**config.mk**
```make
export PLATFORM = sky130hd
export DESIGN_NAME = lcd_timing_driver
export DESIGN_NICKNAME = d
export VERILOG_FILES = /design/src/rtl/lcd_timing_driver.sv
export SDC_FILE = /design/constraint.sdc
export NUM_CORES = 1
export LEC_CHECK = 0
export ABC_AREA = 0
export BUFFER_PORTS_ARGS = -buffer_cell sky130_fd_sc_hd__buf_2
export CAP_MARGIN = 20
export CELL_PAD_IN_SITES_DETAIL_PLACEMENT = 1
export CELL_PAD_IN_SITES_GLOBAL_PLACEMENT = 1
export CORE_ASPECT_RATIO = 0.6
export CORE_UTILIZATION = 37
export DETAILED_ROUTE_END_ITERATION = 8
export GPL_TIMING_DRIVEN = 1
export PLACE_DENSITY = 0.85
export SETUP_SLACK_MARGIN = 0.02
export SYNTH_ARGS = -nofsm -noshare
export SYNTH_HDL_FRONTEND = slang
export SYNTH_SLANG_ARGS = --single-unit
```
**constraint.sdc**
```tcl
create_clock -name clk -period 2.45 [get_ports clk]
set_input_delay 0.3675 -clock clk [delete_from_list [all_inputs] [get_ports clk]]
set_output_delay 0.3675 -clock clk [all_outputs]
set_load 0.02 [all_outputs]
```
**src/rtl/lcd_timing_driver.sv**
```systemverilog
// RGB-interface LCD timing generator: free-running h/v counters decoded into
// HS/VS/DE, a one-clock-early pixel request, and gating of the returned colour.
module lcd_timing_driver #(
  parameter logic [10:0] H_SYNC  = 11'd41,
  parameter logic [10:0] H_BACK  = 11'd2,
  parameter logic [10:0] H_DISP  = 11'd480,
  parameter logic [10:0] H_FRONT = 11'd2,
  parameter logic [10:0] V_SYNC  = 11'd10,
  parameter logic [10:0] V_BACK  = 11'd2,
  parameter logic [10:0] V_DISP  = 11'd272,
  parameter logic [10:0] V_FRONT = 11'd2
) (
  input  logic        clk,
  input  logic        rst_n,
  input  logic [15:0] pixel_data,
  output logic [10:0] pixel_xpos,
  output logic [10:0] pixel_ypos,
  output logic        lcd_hs,
  output logic        lcd_vs,
  output logic        lcd_de,
  output logic [15:0] lcd_rgb,
  output logic        lcd_bl,
  output logic        lcd_rst,
  output logic        frame_start
);

  localparam logic [10:0] H_TOTAL = H_SYNC + H_BACK + H_DISP + H_FRONT;
  localparam logic [10:0] V_TOTAL = V_SYNC + V_BACK + V_DISP + V_FRONT;
  localparam logic [10:0] H_ACT_S = H_SYNC + H_BACK;
  localparam logic [10:0] H_ACT_E = H_ACT_S + H_DISP;
  localparam logic [10:0] H_REQ_S = H_ACT_S - 11'd1;
  localparam logic [10:0] H_REQ_E = H_ACT_E - 11'd1;
  localparam logic [10:0] V_ACT_S = V_SYNC + V_BACK;
  localparam logic [10:0] V_ACT_E = V_ACT_S + V_DISP;

  logic [10:0] r_h_cnt;
  logic [10:0] r_v_cnt;
  logic        r_bl;
  logic        r_rst;

  logic        w_h_act;
  logic        w_v_act;
  logic        w_data_req;

  always_ff @(posedge clk or negedge rst_n) begin
    if (!rst_n) begin
      r_h_cnt <= '0;
      r_v_cnt <= '0;
    end else if (r_h_cnt == H_TOTAL - 11'd1) begin
      r_h_cnt <= '0;
      r_v_cnt <= (r_v_cnt == V_TOTAL - 11'd1) ? '0 : r_v_cnt + 11'd1;
    end else begin
      r_h_cnt <= r_h_cnt + 11'd1;
    end
  end

  // Panel power-up controls: released on the first edge after reset and held.
  always_ff @(posedge clk or negedge rst_n) begin
    if (!rst_n) begin
      r_bl  <= 1'b0;
      r_rst <= 1'b0;
    end else begin
      r_bl  <= 1'b1;
      r_rst <= 1'b1;
    end
  end

  assign w_h_act    = (r_h_cnt >= H_ACT_S) && (r_h_cnt < H_ACT_E);
  assign w_v_act    = (r_v_cnt >= V_ACT_S) && (r_v_cnt < V_ACT_E);
  // Request window leads DE by one clock to cover the colour generator's register.
  assign w_data_req = w_v_act && (r_h_cnt >= H_REQ_S) && (r_h_cnt < H_REQ_E);

  assign lcd_hs      = (r_h_cnt >= H_SYNC);
  assign lcd_vs      = (r_v_cnt >= V_SYNC);
  assign lcd_de      = w_h_act && w_v_act;
  assign pixel_xpos  = w_data_req ? (r_h_cnt - H_REQ_S) : 11'd0;
  assign pixel_ypos  = w_data_req ? (r_v_cnt - V_ACT_S) : 11'd0;
  assign lcd_rgb     = lcd_de ? pixel_data : 16'h0000;
  assign lcd_bl      = r_bl;
  assign lcd_rst     = r_rst;
  assign frame_start = rst_n && (r_h_cnt == 11'd0) && (r_v_cnt == 11'd0);

endmodule

```
==> run metrics <==
kind of critical path flop to primary output; IO buf count ~60; Relative slew margins between 60% and 70%; Num CTS Buffers 3; Clk Latency, worst-skew pair 0.27 ns; Hold Vio Cnt, Final 0; post-synthesis cell area about 2100 µm²; CTS tree yes; final setup TNS -1.10 ns; clock transition at the registers of the reported paths ~0.090 ns; Sequential Area between 500 and 600 µm²; die area approximately 6000 µm²; Setup violations, final 24; Tmin final approximately 2.6 ns; Pleak ~1.5 nW; Pre-Repair DR Iteration Count 5; PwrDens approximately 220 nW/µm²; vias 2,622; DR WL/cell between 20 and 25 µm; vias per cell slightly above 6; Area Growth Syn to Fin 44.7%; Unique masters post-synth 46; Max clock buf depth 2; largest net degree at the start of global routing 33; layout cells sized above 1 43.5%; # rows 20; DRC 0; synth warn 0; core box area between 5000 and 6000 µm²; pre-CTS setup slack roughly 0.072 ns; fmax 386 MHz; initial antenna violation count 0; largest cells by area after synthesis dfrtp_1 27%, nor4_1 7.7%, nand3_1 7.3%, ha_1 7.1%, nor3_1 5.9%; status finished with violations; Die Height between 60 and 70 µm; # diodes 0; top-count cell post-synth nand3_1; Layout Skew 0.00315 ns; leading area contributor after synthesis dfrtp_1; Mapped Nets roughly 300; arrival time worst endpoint about 2.2 ns; EDFF count, synth 0; share of the synthesized area in the top cell type 27.2%; Cell Area, Placed 2690 µm²; Syn Inst Count between 200 and 300; synth cell count leaders 31 x nand3_1, 26 x nor4_1, 25 x nor3_1; max cap viols 0; drt initial violations around 260; flops & latches, synth 23; asr flop ratio synth 100%; FILL cells around 650; Global Route Usage Sum between 20% and 30%; CP Capture Type primary output; total wire length between 9000 and 10,000 µm; Post-Syn Area per Cell about 7.7 µm²; worst min-delay path class primary input to async pin; fin util roughly 58%; Startpoint Class flop; Final Max Slew Viols 0; Ports 62; total power roughly 0.66 mW; placer congestion estimate between 0.8 and 0.9; failing checks negative setup slack; DIE WIDTH between 90 and 100 µm; Clock Sinks 23; most common flop cell mapped by yosys dfrtp_1; unrepaired setup endpoints after global routing yes; worst-margin pin slew 0.499 ns; final net count around 380; HPWL Detailed 6130 µm; required time worst endpoint around 2.1 ns; first-pass GRT wire length roughly 13,000 µm; H-tree depth 1; hold_buf cts 0; Routed Antenna Nets 0; post-synthesis sequential area ratio between 20 and 30%; multi-input logic area about 1600 µm²; final setup margin -0.139 ns; fin crit share 106%; total gr overflow 0; CP max FO 8; initial core utilization 40.1%; vias in the first global route between 2,000 and 3,000; root buffer cell clkbuf_8; worst ir drop on vdd between 0.0002 and 0.00025 V; Design Area, Final slightly above 3000 µm²
[routing by layer]
layer	up-vias	track usage (%)	wire length, µm
met5	-	0	0
met4	0	10.5	438
met3	41	5.30	796
met2	160	45.6	4270
met1	1280	36.2	3880
li1	1141	-	-
[layout make-up]
class,instances,area share (%)
clock buffer,4,1.47
inverter,11,1.43
timing repair buffer,103,23.2
multi-input combinational,211,51.9
sequential,23,18.8
tap,77,3.14
[worst paths after layout]
kind	from	endpoint	slack, ns	depth (start not counted)
min in group clk	r_h_cnt[10]	r_h_cnt[10]	0.62	1
max reg2reg	r_h_cnt[1]	r_v_cnt[2]	0.38	7
max	r_v_cnt[3]	pixel_ypos[8]	-0.14	6
max in group asynchronous	rst_n	r_h_cnt[1]	2.07	2
min reg2reg	r_h_cnt[10]	r_h_cnt[10]	0.62	1
min	rst_n	r_h_cnt[0]	0.13	2
[stage by stage]
step / cells / hold WS, ns
floorplan: 274 / 0.0719
global placement: 413 / 0.422
detailed placement: 413 / 0.432
CTS: 419 / 0.146
global route: 429 / 0.143
finish: 429 / 0.133
[kinds of logic after synthesis]
family | synth area share, %
AO/OA/AOI/OAI | 10.7
XOR/XNOR | 9.93
adder cells (fa/ha/maj) | 7.09
buffers and inverters | 8.75
flip-flops | 27.2
multiplexers | 0.532
other | 0.177
AND/OR/NAND/NOR | 35.6
[cell usage in the layout, fill, tap and decap left out, drive strengths merged]
cell type and count:
buf 102, nand3 31, nor4 26, nor3 26, dfrtp 23, nor2 19
xnor2 14, ha 12, nand2 11, inv 11, xor2 10, o21ai 9
nand4 7, a21oi 6, clkbuf 5, and2 4, a21o 3, nor2b 3
a31oi 3, and3 3, o211ai 2, nand4b 2, o211a 2, a22o 2
or3 2, a32o 1, a2111oi 1, o32ai 1, nor3b 1, a211oi 1
or2 1, o22ai 1, and4 1, nand2b 1, or4 1, o21bai 1
o2bb2ai 1, mux2 1, conb 1
[critical path, stage by stage, from the launching register on]
cell and delay [ns]:
dfrtp_1 0.48, ha_1 0.24, buf_4 0.17, nor3_1 0.43
xnor2_1 0.25, nor4_2 0.20, buf_4 0.19
[sequential cells by signal, indices dropped and copies added, names as in the netlist]
name	count
r_v_cnt	11
lcd_rst	1
r_h_cnt	11
[power by group]
group          internal [mW]  switching (mW)  total [mW]
registers              0.380        0.000419       0.380
logic                 0.0151          0.0199      0.0350
clock network          0.116           0.130       0.246
total                  0.511           0.150       0.662
[timing repair]
action	in CTS	in global routing
resized for setup	13	42
cloned	0	2
pin swaps	2	4
setup endpoints to repair	39	40
buffers inserted	2	8
Note: power is estimated with default switching activity, not from simulation.
